$ cat src/rtl/trap_ctrl_pkg.sv
// trap_ctrl_pkg: cause codes, FSM encodings and helpers shared by the trap
// controller and the csr block. Rev 1.0
`default_nettype none

package trap_ctrl_pkg;

  localparam logic [4:0] CAUSE_ILLEGAL = 5'h02;
  localparam logic [4:0] CAUSE_BREAK   = 5'h03;
  localparam logic [4:0] CAUSE_ECALL_M = 5'h0B;
  localparam logic [4:0] CAUSE_MTIMER  = 5'h17;
  localparam logic [4:0] MRET          = 5'h0F;

  typedef enum logic [1:0] {
    ST_IDLE     = 2'd0,
    ST_TRAP     = 2'd1,
    ST_REDIRECT = 2'd2
  } state_t;

  typedef enum logic [1:0] {
    EPC_KEEP = 2'd0,
    EPC_PC   = 2'd1,
    EPC_NPC  = 2'd2
  } epc_sel_t;

  // Bit 4 of the cause is the interrupt flag.
  function automatic logic is_intr(input logic [4:0] cause);
    return cause[4];
  endfunction

endpackage

`default_nettype wire

$ cat src/rtl/trap_ctrl_if.sv
// trap_ctrl_if: commit, csr and fetch-redirect signals of the trap controller.
// Optional counters under TRAP_CNT_EN. Rev 1.0
`default_nettype none

interface trap_ctrl_if #(parameter int XLEN = 64);
  logic            commit_valid;
  logic [XLEN-1:0] commit_pc;
  logic [XLEN-1:0] commit_npc;
  logic            commit_illegal;
  logic            commit_ebreak;
  logic            commit_ecall;
  logic            commit_mret;
  logic            timer_irq;
  logic            mstatus_mie;
  logic            mie_mtie;
  logic [XLEN-1:0] exception_target_pc;
  logic [XLEN-1:0] csr_mepc;
  logic            redirect_ready;
  logic            exception_flag;
  logic [4:0]      exception_cause;
  logic [XLEN-1:0] epc;
  logic            commit_kill;
  logic            pipe_stall;
  logic            pipe_flush;
  logic            redirect_valid;
  logic [XLEN-1:0] redirect_pc;
  logic            diff_intr;
`ifdef TRAP_CNT_EN
  logic [63:0]     trap_cnt;
  logic [63:0]     intr_cnt;
`endif

  modport master (
    input  commit_valid, commit_pc, commit_npc, commit_illegal, commit_ebreak,
           commit_ecall, commit_mret, timer_irq, mstatus_mie, mie_mtie,
           exception_target_pc, csr_mepc, redirect_ready,
    output exception_flag, exception_cause, epc, commit_kill, pipe_stall,
           pipe_flush, redirect_valid, redirect_pc, diff_intr
`ifdef TRAP_CNT_EN
    , output trap_cnt, intr_cnt
`endif
  );

  modport slave (
    output commit_valid, commit_pc, commit_npc, commit_illegal, commit_ebreak,
           commit_ecall, commit_mret, timer_irq, mstatus_mie, mie_mtie,
           exception_target_pc, csr_mepc, redirect_ready,
    input  exception_flag, exception_cause, epc, commit_kill, pipe_stall,
           pipe_flush, redirect_valid, redirect_pc, diff_intr
`ifdef TRAP_CNT_EN
    , input trap_cnt, intr_cnt
`endif
  );

endinterface

`default_nettype wire

$ cat src/rtl/trap_prio.sv
// trap_prio: combinational priority encoder for commit-stage trap sources.
// Rev 1.0
`default_nettype none

module trap_prio
  import trap_ctrl_pkg::*;
(
  input  wire logic     i_valid,
  input  wire logic     i_illegal,
  input  wire logic     i_ebreak,
  input  wire logic     i_ecall,
  input  wire logic     i_mret,
  input  wire logic     i_irq,
  output      logic     o_hit,
  output      logic [4:0] o_cause,
  output      epc_sel_t o_epc_sel,
  output      logic     o_kill
);

  // Synchronous exceptions win over mret, which wins over the interrupt.
  always_comb begin
    o_hit     = 1'b0;
    o_cause   = 5'h00;
    o_epc_sel = EPC_KEEP;
    o_kill    = 1'b0;
    if (i_valid) begin
      if (i_illegal) begin
        o_hit = 1'b1; o_cause = CAUSE_ILLEGAL; o_epc_sel = EPC_PC; o_kill = 1'b1;
      end else if (i_ebreak) begin
        o_hit = 1'b1; o_cause = CAUSE_BREAK; o_epc_sel = EPC_PC; o_kill = 1'b1;
      end else if (i_ecall) begin
        o_hit = 1'b1; o_cause = CAUSE_ECALL_M; o_epc_sel = EPC_PC; o_kill = 1'b1;
      end else if (i_mret) begin
        o_hit = 1'b1; o_cause = MRET;
      end else if (i_irq) begin
        o_hit = 1'b1; o_cause = CAUSE_MTIMER; o_epc_sel = EPC_NPC;
      end
    end
  end

endmodule

`default_nettype wire

$ cat src/rtl/trap_ctrl.sv
// trap_ctrl: sequences one trap at a time into csr, stalls/flushes, redirects
// fetch. Optional trap/interrupt counters under macro TRAP_CNT_EN. Rev 1.0
`default_nettype none

module trap_ctrl
  import trap_ctrl_pkg::*;
#(
  parameter int XLEN = 64
) (
  input wire logic   clk,
  input wire logic   rst,
  trap_ctrl_if.master bus
);

  state_t          r_state;
  state_t          w_next;
  logic [4:0]      r_cause;
  logic [XLEN-1:0] r_epc;
  logic            w_idle;
  logic            w_hit;
  logic [4:0]      w_cause;
  epc_sel_t        w_epc_sel;
  logic            w_kill;
  logic            w_irq;

  assign w_idle = (r_state == ST_IDLE);
  assign w_irq  = bus.timer_irq & bus.mstatus_mie & bus.mie_mtie;

  trap_prio u_prio (
    .i_valid   (bus.commit_valid & w_idle),
    .i_illegal (bus.commit_illegal),
    .i_ebreak  (bus.commit_ebreak),
    .i_ecall   (bus.commit_ecall),
    .i_mret    (bus.commit_mret),
    .i_irq     (w_irq),
    .o_hit     (w_hit),
    .o_cause   (w_cause),
    .o_epc_sel (w_epc_sel),
    .o_kill    (w_kill)
  );

  always_ff @(posedge clk) begin
    if (!rst) begin
      r_state <= ST_IDLE;
      r_cause <= 5'h00;
      r_epc   <= '0;
    end else begin
      r_state <= w_next;
      if (w_hit) begin
        r_cause <= w_cause;
        if (w_epc_sel == EPC_PC)
          r_epc <= bus.commit_pc;
        else if (w_epc_sel == EPC_NPC)
          r_epc <= bus.commit_npc;
      end
    end
  end

  always_comb begin
    w_next = r_state;
    case (r_state)
      ST_IDLE:     if (w_hit) w_next = ST_TRAP;
      ST_TRAP:     w_next = ST_REDIRECT;
      ST_REDIRECT: if (bus.redirect_ready) w_next = ST_IDLE;
      default:     w_next = ST_IDLE;
    endcase
  end

  assign bus.commit_kill     = w_kill;
  assign bus.exception_flag  = (r_state == ST_TRAP);
  assign bus.pipe_flush      = (r_state == ST_TRAP);
  assign bus.pipe_stall      = (r_state == ST_TRAP) || (r_state == ST_REDIRECT);
  assign bus.diff_intr       = (r_state == ST_TRAP) && is_intr(r_cause);
  assign bus.exception_cause = r_cause;
  assign bus.epc             = r_epc;
  assign bus.redirect_valid  = (r_state == ST_REDIRECT);
  // csr is frozen during REDIRECT, so passing its values straight through is safe.
  assign bus.redirect_pc     = (r_state != ST_REDIRECT) ? '0 :
                               (r_cause == MRET) ? bus.csr_mepc : bus.exception_target_pc;

`ifdef TRAP_CNT_EN
  logic [63:0] r_trap_cnt;
  logic [63:0] r_intr_cnt;

  always_ff @(posedge clk) begin
    if (!rst) begin
      r_trap_cnt <= 64'd0;
      r_intr_cnt <= 64'd0;
    end else if ((r_state == ST_TRAP) && (r_cause != MRET)) begin
      r_trap_cnt <= r_trap_cnt + 64'd1;
      if (is_intr(r_cause))
        r_intr_cnt <= r_intr_cnt + 64'd1;
    end
  end

  assign bus.trap_cnt = r_trap_cnt;
  assign bus.intr_cnt = r_intr_cnt;
`endif

endmodule

`default_nettype wire

$ cat src/flat_wrapper.sv
// flat-port wrapper written by rule: the top's interface ports become plain ports
module trap_ctrl_flat import trap_ctrl_pkg::*;
#(
  parameter int XLEN = 64
)
  (clk, rst, bus_commit_valid, bus_commit_pc, bus_commit_npc, bus_commit_illegal, bus_commit_ebreak, bus_commit_ecall, bus_commit_mret, bus_timer_irq, bus_mstatus_mie, bus_mie_mtie, bus_exception_target_pc, bus_csr_mepc, bus_redirect_ready, bus_exception_flag, bus_exception_cause, bus_epc, bus_commit_kill, bus_pipe_stall, bus_pipe_flush, bus_redirect_valid, bus_redirect_pc, bus_diff_intr);
  trap_ctrl_if #(.XLEN(XLEN)) bus_i ();
  input wire logic clk;
  input wire logic rst;
  input wire logic [$bits(bus_i.commit_valid)-1:0] bus_commit_valid;
  input wire logic [$bits(bus_i.commit_pc)-1:0] bus_commit_pc;
  input wire logic [$bits(bus_i.commit_npc)-1:0] bus_commit_npc;
  input wire logic [$bits(bus_i.commit_illegal)-1:0] bus_commit_illegal;
  input wire logic [$bits(bus_i.commit_ebreak)-1:0] bus_commit_ebreak;
  input wire logic [$bits(bus_i.commit_ecall)-1:0] bus_commit_ecall;
  input wire logic [$bits(bus_i.commit_mret)-1:0] bus_commit_mret;
  input wire logic [$bits(bus_i.timer_irq)-1:0] bus_timer_irq;
  input wire logic [$bits(bus_i.mstatus_mie)-1:0] bus_mstatus_mie;
  input wire logic [$bits(bus_i.mie_mtie)-1:0] bus_mie_mtie;
  input wire logic [$bits(bus_i.exception_target_pc)-1:0] bus_exception_target_pc;
  input wire logic [$bits(bus_i.csr_mepc)-1:0] bus_csr_mepc;
  input wire logic [$bits(bus_i.redirect_ready)-1:0] bus_redirect_ready;
  output wire logic [$bits(bus_i.exception_flag)-1:0] bus_exception_flag;
  output wire logic [$bits(bus_i.exception_cause)-1:0] bus_exception_cause;
  output wire logic [$bits(bus_i.epc)-1:0] bus_epc;
  output wire logic [$bits(bus_i.commit_kill)-1:0] bus_commit_kill;
  output wire logic [$bits(bus_i.pipe_stall)-1:0] bus_pipe_stall;
  output wire logic [$bits(bus_i.pipe_flush)-1:0] bus_pipe_flush;
  output wire logic [$bits(bus_i.redirect_valid)-1:0] bus_redirect_valid;
  output wire logic [$bits(bus_i.redirect_pc)-1:0] bus_redirect_pc;
  output wire logic [$bits(bus_i.diff_intr)-1:0] bus_diff_intr;
  assign bus_i.commit_valid = bus_commit_valid;
  assign bus_i.commit_pc = bus_commit_pc;
  assign bus_i.commit_npc = bus_commit_npc;
  assign bus_i.commit_illegal = bus_commit_illegal;
  assign bus_i.commit_ebreak = bus_commit_ebreak;
  assign bus_i.commit_ecall = bus_commit_ecall;
  assign bus_i.commit_mret = bus_commit_mret;
  assign bus_i.timer_irq = bus_timer_irq;
  assign bus_i.mstatus_mie = bus_mstatus_mie;
  assign bus_i.mie_mtie = bus_mie_mtie;
  assign bus_i.exception_target_pc = bus_exception_target_pc;
  assign bus_i.csr_mepc = bus_csr_mepc;
  assign bus_i.redirect_ready = bus_redirect_ready;
  assign bus_exception_flag = bus_i.exception_flag;
  assign bus_exception_cause = bus_i.exception_cause;
  assign bus_epc = bus_i.epc;
  assign bus_commit_kill = bus_i.commit_kill;
  assign bus_pipe_stall = bus_i.pipe_stall;
  assign bus_pipe_flush = bus_i.pipe_flush;
  assign bus_redirect_valid = bus_i.redirect_valid;
  assign bus_redirect_pc = bus_i.redirect_pc;
  assign bus_diff_intr = bus_i.diff_intr;
  trap_ctrl #(.XLEN(XLEN)) u_core (.clk(clk), .rst(rst), .bus(bus_i));
endmodule
$ cat config.mk
export PLATFORM = sky130hd
export DESIGN_NAME = trap_ctrl_flat
export DESIGN_NICKNAME = d
export VERILOG_FILES = /design/src/rtl/trap_ctrl_pkg.sv /design/src/rtl/trap_ctrl_if.sv /design/src/rtl/trap_prio.sv /design/src/rtl/trap_ctrl.sv /design/src/flat_wrapper.sv
export SDC_FILE = /design/constraint.sdc
export NUM_CORES = 1
export LEC_CHECK = 0
export BUFFER_PORTS_ARGS = -buffer_cell sky130_fd_sc_hd__buf_2
export CAP_MARGIN = 25
export CORE_AREA = 3 3 159 161
export CTS_CLUSTER_DIAMETER = 120
export DETAILED_ROUTE_END_ITERATION = 6
export DIE_AREA = 0 0 162 164
export SLEW_MARGIN = 10
export SYNTH_ARGS = -nofsm -noshare
export SYNTH_HDL_FRONTEND = slang
export SYNTH_SLANG_ARGS = --single-unit
$ cat constraint.sdc
create_clock -name clk -period 3.1 [get_ports clk]
set_clock_uncertainty 0.15 [all_clocks]
set_input_delay 0.62 -clock clk [delete_from_list [all_inputs] [get_ports clk]]
set_output_delay 0.62 -clock clk [all_outputs]
set_load 0.02 [all_outputs]
==> results of run 1 <==
==> final timing paths <==
path	start	endpoint	slack, ns	cells past startpoint
setup / recovery	u_core.bus.exception_cause[2]$_SDFFE_PN0P_	bus_redirect_pc[53]	0.28	5
setup reg to reg	u_core.r_state[1]$_SDFFE_PN0P_	u_core.bus.epc[34]$_SDFFE_PN0P_	0.59	10
hold reg to reg	u_core.bus.epc[17]$_SDFFE_PN0P_	u_core.bus.epc[17]$_SDFFE_PN0P_	0.31	2
hold / removal	u_core.bus.epc[17]$_SDFFE_PN0P_	u_core.bus.epc[17]$_SDFFE_PN0P_	0.31	2
==> per-layer routing <==
metal  wire, µm  vias to the layer above
li1           -                     2959
met1       8580                     2651
met2      11100                      322
met3       2430                       28
met4        622                        4
met5         30                        -
==> cells in the mapped netlist <==
cell / count / area share (%)
clkbuf_1: 41 / 3.1
and3_2: 1 / 0.15
nand2_1: 130 / 9.9
and2_1: 1 / 0.13
nor4_4: 1 / 0.43
o211a_1: 1 / 0.20
or2b_1: 1 / 0.15
nand2_4: 1 / 0.23
nor2b_1: 2 / 0.25
nor2_1: 3 / 0.23
a21oi_1: 67 / 6.8
buf_4: 1 / 0.15
inv_1: 3 / 0.23
and4_1: 1 / 0.18
o21a_1: 1 / 0.15
ha_1: 5 / 1.3
nand3_1: 69 / 7.0
mux2_2: 64 / 15
dfxtp_1: 71 / 29
o22ai_1: 1 / 0.13
nand2b_1: 1 / 0.13
inv_2: 2 / 0.15
buf_2: 13 / 1.3
buf_12: 7 / 2.8
mux2i_1: 64 / 13
nor3_1: 2 / 0.20
a211o_4: 1 / 0.35
and3_1: 2 / 0.25
nand4_1: 3 / 0.38
o211ai_1: 4 / 0.61
o221a_2: 2 / 0.45
o21ai_0: 65 / 6.6
==> worst register-to-register path, delay by kind of cell, from the launching register on <==
family,cells,cell delay [ns]
flops,1,0.38
simple gates,4,0.36
buf+inv,2,0.35
mux,2,0.44
fa+ha+maj,2,0.71
==> power breakdown <==
group / total (W) / switching [W] / internal [W]
combinational: 0.00191 / 0.00110 / 0.000815
clock: 0.00106 / 0.000435 / 0.000628
sequential: 0.00112 / 0.0000764 / 0.00104
total: 0.00409 / 0.00161 / 0.00248
==> area by class of cell <==
class                      instances  area [µm²]  share of cell area, %
sequential                        71        1420                   18.7
inverter                           5        18.8                  0.247
clock buffer                      10         229                   3.02
multi-input combinational        493        3150                   41.5
antenna                            1        2.50                 0.0330
tap                              324         405                   5.34
clock inverter                     6        67.6                  0.890
timing repair buffer             427        2290                   30.2
==> per-stage QoR <==
stage               cells  worst slack (ns)
floorplan             631             0.652
global placement     1320             0.539
detailed placement   1320             0.460
CTS                  1336             0.279
global route         1337             0.209
finish               1337             0.283
==> sequential cells by signal, summed over array words and instances (netlist names) <==
name and cells:
u_core.bus.epc 64, u_core.bus.exception_cause 5, u_core.r_state 2
==> cells by family after synthesis <==
logic type                 count (synthesis)  synth area share [%]
and+or+nand+nor                          218                  19.5
AOI/OAI and AO/OA                        142                  15.2
muxes                                    128                  27.5
DFF                                       71                  28.7
buffers and inverters                     67                  7.78
adders and majority gates                  5                  1.26
==> reports/qor.csv, run 1 <==
metric;value;unit
outcome;finished, final reports clean;
post_cts_buffers;0;
numCtsBuffers;9;
critical_path.top_delay_family;compound AO/OA/AOI/OAI gates;
worst_pin_slew;0.634;ns
syn_area_per_cell;7.85;µm²
leakagePower;4.02;nW
vias;5964;
start_util;20.5;%
setup_viol;0;
num-nets-final;1279;
ys_seq_area_share;28.7;%
fin_crit_sh;90.9;%
syn_inst;631;
powerDensity;539;nW/µm²
rsz0062_at_grt;no;
arrival;2.05;ns
start_kind;register;
dr.pass1.iters;5;
grt_overflow_total;0;
yosysWarnings;0;
path_max_fanout;60;
drt_iter0_markers;454;
grt_pass1_wl;32600;µm
netlist_area;4950;µm²
final_core_util;31.5;%
die_w;162;µm
die_y;164;µm
critPathBufInv;2;
slowest_delay;0.44;ns
relSlewSlack;57.7;%
setup-tns-final;0;ns
die-area;26600;µm²
clock_sinks;71;
root_buffer;clkbuf_16;
min_period;2.82;ns
grt_max_degree;68;
avgViaCountPerCell;4.46;
gp_congestion;0.855;
coreArea;24100;µm²
postCtsHoldBufs;0;
met1_usage;17.9;%
post_cts_resized;0;
wirelength;22800;µm
slowest_stage;dfxtp_1;
final_cell_area;7590;µm²
ant_nets;0;
drive_gt1_share;51.1;%
final_common_cell;buf_2;
worstPathRequired;2.33;ns
synth_cell_types;32;
end_kind;output port;
cts_tree;done;
cap_violations;0;
drcViolationCount;0;
drt-wirelength-per-cell;17.0;µm
hold_class;reg -> reg;
synth_seq_cells;71;
clk_transition_reported_paths;0.06;ns
cts_max_path_buffers;2;
grt.met3_usage;5.57;%
grt-busiest-layer;met2;
maxSlewViolCount;0;
power;0.00409;W
cp_cell_sequence;nand4_1 -> buf_12 -> o21ai_0 -> a21oi_1 -> buf_2;
grt.total_usage;16.0;%
hold_viol;0;
nFillCells;2659;
htree_levels;3;
hold_slack;0.306;ns
dpl_cell_area;7290;µm²
final_cell_mix;buf_2, nand2_1, dfxtp_1, nand3_1, a21oi_1;
grt.met2_usage;28.1;%
num_io_pins;406;
clkLatencyLatePin;0.32;ns
ir_drop;315;µV
dpl.hpwl;18300;µm
crit_type;reg -> out;
syn_to_final_growth;53.3;%
synth_nets;903;
antenna_found_initial;3;
io_buffers;405;
grt_pass1_vias;5651;
timing.fmax;355;MHz
placementRows;57;
Note: power is estimated with default switching activity, not from simulation.
==> inputs of run 2 (changes only) <==
- REMOVE_ABC_BUFFERS: default -> 1
==> reports/qor.csv, run 2 (synthesis gave the netlist of run 1 again) <==
metric;value;unit;change
outcome;finished, final reports clean;;
cp_cell_sequence;inv_1 -> ha_1 -> inv_2 -> buf_4 -> a21oi_1 -> buf_2;;
root_buffer;clkbuf_16;;
slowest_delay;0.52;ns;+0.08 ns
end_kind;output port;;
worst_pin_slew;0.689;ns;+0.0551 ns
dr.pass1.iters;5;;unchanged
drt_iter0_markers;438;;-3.5%
final_common_cell;buf_2;;
clk_transition_reported_paths;0.06;ns;about the same
wirelength;21200;µm;-7.1%
min_period;2.85;ns;+0.0306 ns
combPwrFrac;45.7;%;-1.0 points
avgViaCountPerCell;4.51;;+1.1%
placementRows;57;;unchanged
final_cell_mix;buf_2, nand2_1, dfxtp_1, nand3_1, a21oi_1;;
maxSlewViolCount;0;;unchanged
post_cts_buffers;0;;unchanged
die_w;162;µm;unchanged
crit_type;reg -> out;;
arrival;2.08;ns;+0.03 ns
grt.total_usage;14.5;%;-1.4 points
largest_register_ffs;64;;unchanged
io_buffers;405;;unchanged
critical_path.top_delay_family;buffers and inverters;;
leakagePower;4.04;nW;+0.49%
rsz0062_at_grt;no;;
grt_max_degree;68;;unchanged
num-nets-final;1285;;+0.47%
num_io_pins;406;;unchanged
p_int;0.00256;W;+3.3%
setup-tns-final;0;ns;unchanged
htree_levels;3;;unchanged
path_max_fanout;41;;-32%
grt_overflow_total;0;;unchanged
relSlewSlack;54.0;%;-3.7 points
switching_power;0.00157;W;-2.3%
setup_viol;0;;unchanged
dpl.hpwl;17000;µm;-7.0%
antenna_found_initial;1;;-2
coreArea;24100;µm²;unchanged
ir_drop;293;µV;-7.1%
hold_start;u_core.bus.epc[54]$_SDFFE_PN0P_;;
ant_nets;0;;unchanged
postCtsHoldBufs;0;;unchanged
die_y;164;µm;unchanged
grt_pass1_wl;30400;µm;-6.7%
slowest_stage;inv_2;;
critPathBufInv;4;;+2
cts_tree;done;;
start_util;20.5;%;unchanged
clkPwrFrac;27.4;%;+1.4 points
swShare;38.0;%;-1.3 points
timing.fmax;351;MHz;-1.1%
worstPathRequired;2.33;ns;about the same
clock_sinks;71;;unchanged
hold_viol;0;;unchanged
syn_to_final_growth;53.6;%;
diodes;0;;-1
numCtsBuffers;9;;unchanged
crit_start;u_core.r_state[0]$_SDFFE_PN0P_;;
drive_gt1_share;51.4;%;+0.29 points
powerDensity;544;nW/µm²;+0.81%
die-area;26600;µm²;unchanged
gp_congestion;0.836;;-2.2%
rr_startpoint;u_core.r_state[0]$_SDFFE_PN0P_;;
post_cts_resized;0;;unchanged
cts_max_path_buffers;2;;unchanged
clkLatencyLatePin;0.32;ns;about the same
fin_crit_sh;91.9;%;+0.99 points
drt-wirelength-per-cell;15.8;µm;-7.4%
grt_pass1_vias;5521;;-2.3%
hold_class;reg -> reg;;
vias;6052;;+1.5%
drcViolationCount;0;;unchanged
final_core_util;31.6;%;+0.078 points
seqPwrFrac;26.9;%;-0.4 points
cap_violations;0;;unchanged
start_kind;register;;
run 2: changes by cell type in the layout (fill, tap and decap cells not counted), sizes merged:
cell / before / now
bufinv: 1 / 2
diode: 1 / 0
clkinvlp: 2 / 1
inv: 7 / 6
buf: 427 / 433
clkinv: 1 / 2
run 2: path summary, 6_finish.rpt:
kind	cells after the start	endpoint	slack, ns
min	2	u_core.bus.epc[54]$_SDFFE_PN0P_	0.30
max	6	bus_redirect_pc[10]	0.25
min reg2reg	2	u_core.bus.epc[54]$_SDFFE_PN0P_	0.30
max reg2reg	9	u_core.bus.epc[13]$_SDFFE_PN0P_	0.49
run 2: layout make-up:
class | count | area, µm²
Fill cell | 2635 | 16500
Multi-Input combinational cell | 493 | 3150
Timing Repair Buffer | 433 | 2290
Sequential cell | 71 | 1420
Tap cell | 324 | 405
Clock buffer | 10 | 229
Clock inverter | 6 | 93.8
Inverter | 5 | 18.8
run 2: power by group through the flow:
stage          Clock [W]  Sequential (W)  Combinational, W
3_3_place_gp           0         0.00113           0.00191
3_5_place_dp           0         0.00113           0.00191
6_report         0.00113         0.00111           0.00189
5_1_grt          0.00122         0.00113           0.00204
4_1_cts          0.00118         0.00111           0.00192
2_1_floorplan          0         0.00127          0.000994
run 2: worst min-delay path, stage by stage, from the launching register on:
cell	delay, ns
dfxtp_1	0.30
nand2_1	0.05
mux2i_1	0.05
run 2: stage by stage:
stage	std cells	worst slack [ns]	hold slack (ns)	cell area (µm²)	total power, W
global route	1342	0.0747	0.330	7610	0.00438
finish	1342	0.252	0.301	7610	0.00414
detailed placement	1326	0.454	0.298	7290	0.00304
global placement	1326	0.536	0.290	7290	0.00304
floorplan	569	-0.513	0.379	4590	0.00227
CTS	1342	0.235	0.306	7610	0.00422
run 2: layer usage:
layer / vias to the layer above / GRT usage [%] / share of wire [%]
met1: 2719 / 16.9 / 39
met4: 0 / 5.43 / 3.1
met2: 329 / 25.4 / 48
li1: 2975 / - / -
met3: 29 / 4.11 / 9.8
met5: - / 0 / 0
==> inputs of run 3 (changes only) <==
- ABC_AREA: default -> 1
==> reports/qor.csv, run 3 <==
metric;value;unit;change
outcome;finished, final reports clean;;
hold_class;reg -> reg;;
end_kind;output port;;
die_w;162;µm;unchanged
post_cts_buffers;0;;unchanged
fin_crit_sh;94.8;%;+2.9 points
ys.flop_type;dfxtp_1;;
final_common_cell;buf_2;;
netlist_area;4850;µm²;-2.1%
cp_cell_sequence;nor2_1 -> nand4_1 -> buf_12 -> buf_4 -> o21ai_0 -> a21oi_1 -> buf_2;;
clk_transition_reported_paths;0.06;ns;about the same
avgViaCountPerCell;4.31;;-4.5%
grt_pass1_wl;31800;µm;+4.7%
final_cell_area;7470;µm²;-1.8%
yosysWarnings;0;;unchanged
synth_top_area_share;29.3;%;+0.61 points
hold_depth;2;;unchanged
leakagePower;3.99;nW;-1.3%
drt_iter0_markers;234;;-47%
setup-tns-final;0;ns;unchanged
critPathBufInv;3;;-1
cts_max_path_buffers;2;;unchanged
async_flop_share;0;%;unchanged
numCtsBuffers;9;;unchanged
vias;6041;;-0.18%
path_max_fanout;74;;+80%
rr_startpoint;u_core.r_state[0]$_SDFFE_PN0P_;;
root_buffer;clkbuf_16;;
min_period;2.94;ns;+0.0907 ns
syn_to_final_growth;54.0;%;
final_core_util;31.0;%;-0.58 points
drt-wirelength-per-cell;16.3;µm;+3.2%
relSlewSlack;53.9;%;-0.12 points
arrival;2.17;ns;+0.09 ns
io_buffers;405;;unchanged
coreArea;24100;µm²;unchanged
synth_cell_types;21;;-34%
dpl_cell_area;7120;µm²;-2.2%
ys_seq_area_share;29.3;%;+0.61 points
final_cell_mix;buf_2, a21oi_1, inv_1, nand2_1;;
powerDensity;678;nW/µm²;+25%
drive_gt1_share;43.1;%;-8.3 points
cap_violations;0;;unchanged
maxSlewViolCount;0;;unchanged
ant_nets;0;;unchanged
grt_max_degree;80;;+18%
start_kind;register;;
grt_pass1_vias;5508;;-0.24%
placementRows;57;;unchanged
post_cts_resized;0;;unchanged
worstReg2RegEnd;u_core.bus.epc[54]$_SDFFE_PN0P_;;
grt_overflow_total;0;;unchanged
critical_path.top_delay_family;buffers and inverters;;
die-area;26600;µm²;unchanged
clock_sinks;71;;unchanged
synthTopCellsByArea;dfxtp_1, a21oi_1, mux2i_1;;
dpl.hpwl;18400;µm;+8.1%
worstPathRequired;2.33;ns;about the same
wirelength;22800;µm;+7.8%
yosysMostFrequentCell;a21oi_1;;
hold_viol;0;;unchanged
gp_congestion;0.909;;+8.8%
ir_drop;328;µV;+12%
num-nets-final;1344;;+4.6%
wl_met2;11200;µm;+9.2%
postCtsHoldBufs;0;;unchanged
timing.fmax;340;MHz;-3.1%
drcViolationCount;0;;unchanged
syn_inst;706;;+12%
clkLatencyLatePin;0.33;ns;about the same
antenna_found_initial;3;;+2
die_y;164;µm;unchanged
start_util;20.1;%;-0.43 points
syn_area_per_cell;6.87;µm²;-12%
dr.max_layer_used;met5;;
htree_levels;3;;unchanged
r2r_cells;12;;+3
cts_tree;done;;
synth_top_cells_by_count;a21oi_1, inv_1, nand2_1;;
setup_viol;0;;unchanged
r2r_slack;0.63;ns;+0.14 ns
grt.total_usage;15.7;%;+1.2 points
slowest_delay;0.41;ns;-0.11 ns
crit_type;reg -> out;;
slowest_stage;dfxtp_1;;
power;0.00506;W;+22%
num_io_pins;406;;unchanged
hold_slack;0.324;ns;+0.0238 ns
synth_largest_area_cell;dfxtp_1;;
largest_register_ffs;64;;unchanged
synth_seq_cells;71;;unchanged
worstHoldEndpoint;u_core.bus.epc[19]$_SDFFE_PN0P_;;
rsz0062_at_grt;no;;
wl_met1;8510;µm;+3.5%
synth-edff-count;0;;unchanged
dr.pass1.iters;4;;-1
hold_start;u_core.bus.epc[19]$_SDFFE_PN0P_;;
dr_wl_met3;2020;µm;-3.3%
worst_pin_slew;0.692;ns;+0.00276 ns
run 3: cell count changes after synthesis, moves of 21 or more:
| cell | change |
|---|---|
| nor2_1 | +68 |
| nand3_2 | +21 |
| mux2_2 | -64 |
| inv_1 | +75 |
| nand2_1 | -57 |
| a21oi_1 | +67 |
run 3: layout make-up:
cell class	count	area (µm²)
Clock buffer	10	239
Fill cell	2704	16600
Tap cell	324	405
Sequential cell	71	1420
Multi-Input combinational cell	491	2780
Clock inverter	6	92.6
Antenna cell	2	5.00
Inverter	79	299
Timing Repair Buffer	420	2230
run 3: how the worst max path moves through the flow:
stage                                          startpoint                   to  slack (ns)  depth (start not counted)
2_1_floorplan  u_core.bus.exception_cause[0]$_SDFFE_PN0P_   bus_redirect_pc[0]       -1.62                          4
3_3_place_gp               u_core.r_state[0]$_SDFFE_PN0P_  bus_redirect_pc[59]        0.45                          5
3_5_place_dp               u_core.r_state[0]$_SDFFE_PN0P_  bus_redirect_pc[59]        0.44                          5
4_1_cts                    u_core.r_state[0]$_SDFFE_PN0P_  bus_redirect_pc[59]        0.06                          5
5_1_grt        u_core.bus.exception_cause[4]$_SDFFE_PN0P_  bus_redirect_pc[52]        0.03                          7
6_report       u_core.bus.exception_cause[4]$_SDFFE_PN0P_  bus_redirect_pc[52]        0.16                          7
run 3: per-stage QoR:
stage	instances	setup WS (ns)
CTS	1401	0.0566
floorplan	641	-1.62
finish	1403	0.161
global route	1402	0.0307
global placement	1385	0.454
detailed placement	1385	0.439
run 3: cell families (layout without fill, tap and decap cells):
family	Yosys count	after routing	synth area share, %
buf+inv	144	515	13.9
mux	64	64	13.2
simple gates	223	223	21.8
flops	71	71	29.3
other cells	0	2	0
fa+ha+maj	5	5	1.29
compound gates	199	199	20.5
run 3: worst min-delay path, stage by stage, from the launching register on:
cell	delay, ns
dfxtp_1	0.32
a21oi_1	0.04
nor2_1	0.08
run 3: layer usage:
metal / global-route usage (%) / up-vias
li1: - / 3065
met1: 16.7 / 2662
met2: 28.0 / 277
met3: 4.77 / 35
met4: 8.22 / 2
met5: 0 / -
run 3: report_power, final:
| group | switching [W] | internal, W | leakage, nW | total, W |
|---|---|---|---|---|
| combinational | 0.00172 | 0.000951 | 3.25 | 0.00267 |
| sequential | 0.000114 | 0.00112 | 0.580 | 0.00124 |
| clock | 0.000423 | 0.000731 | 0.155 | 0.00115 |
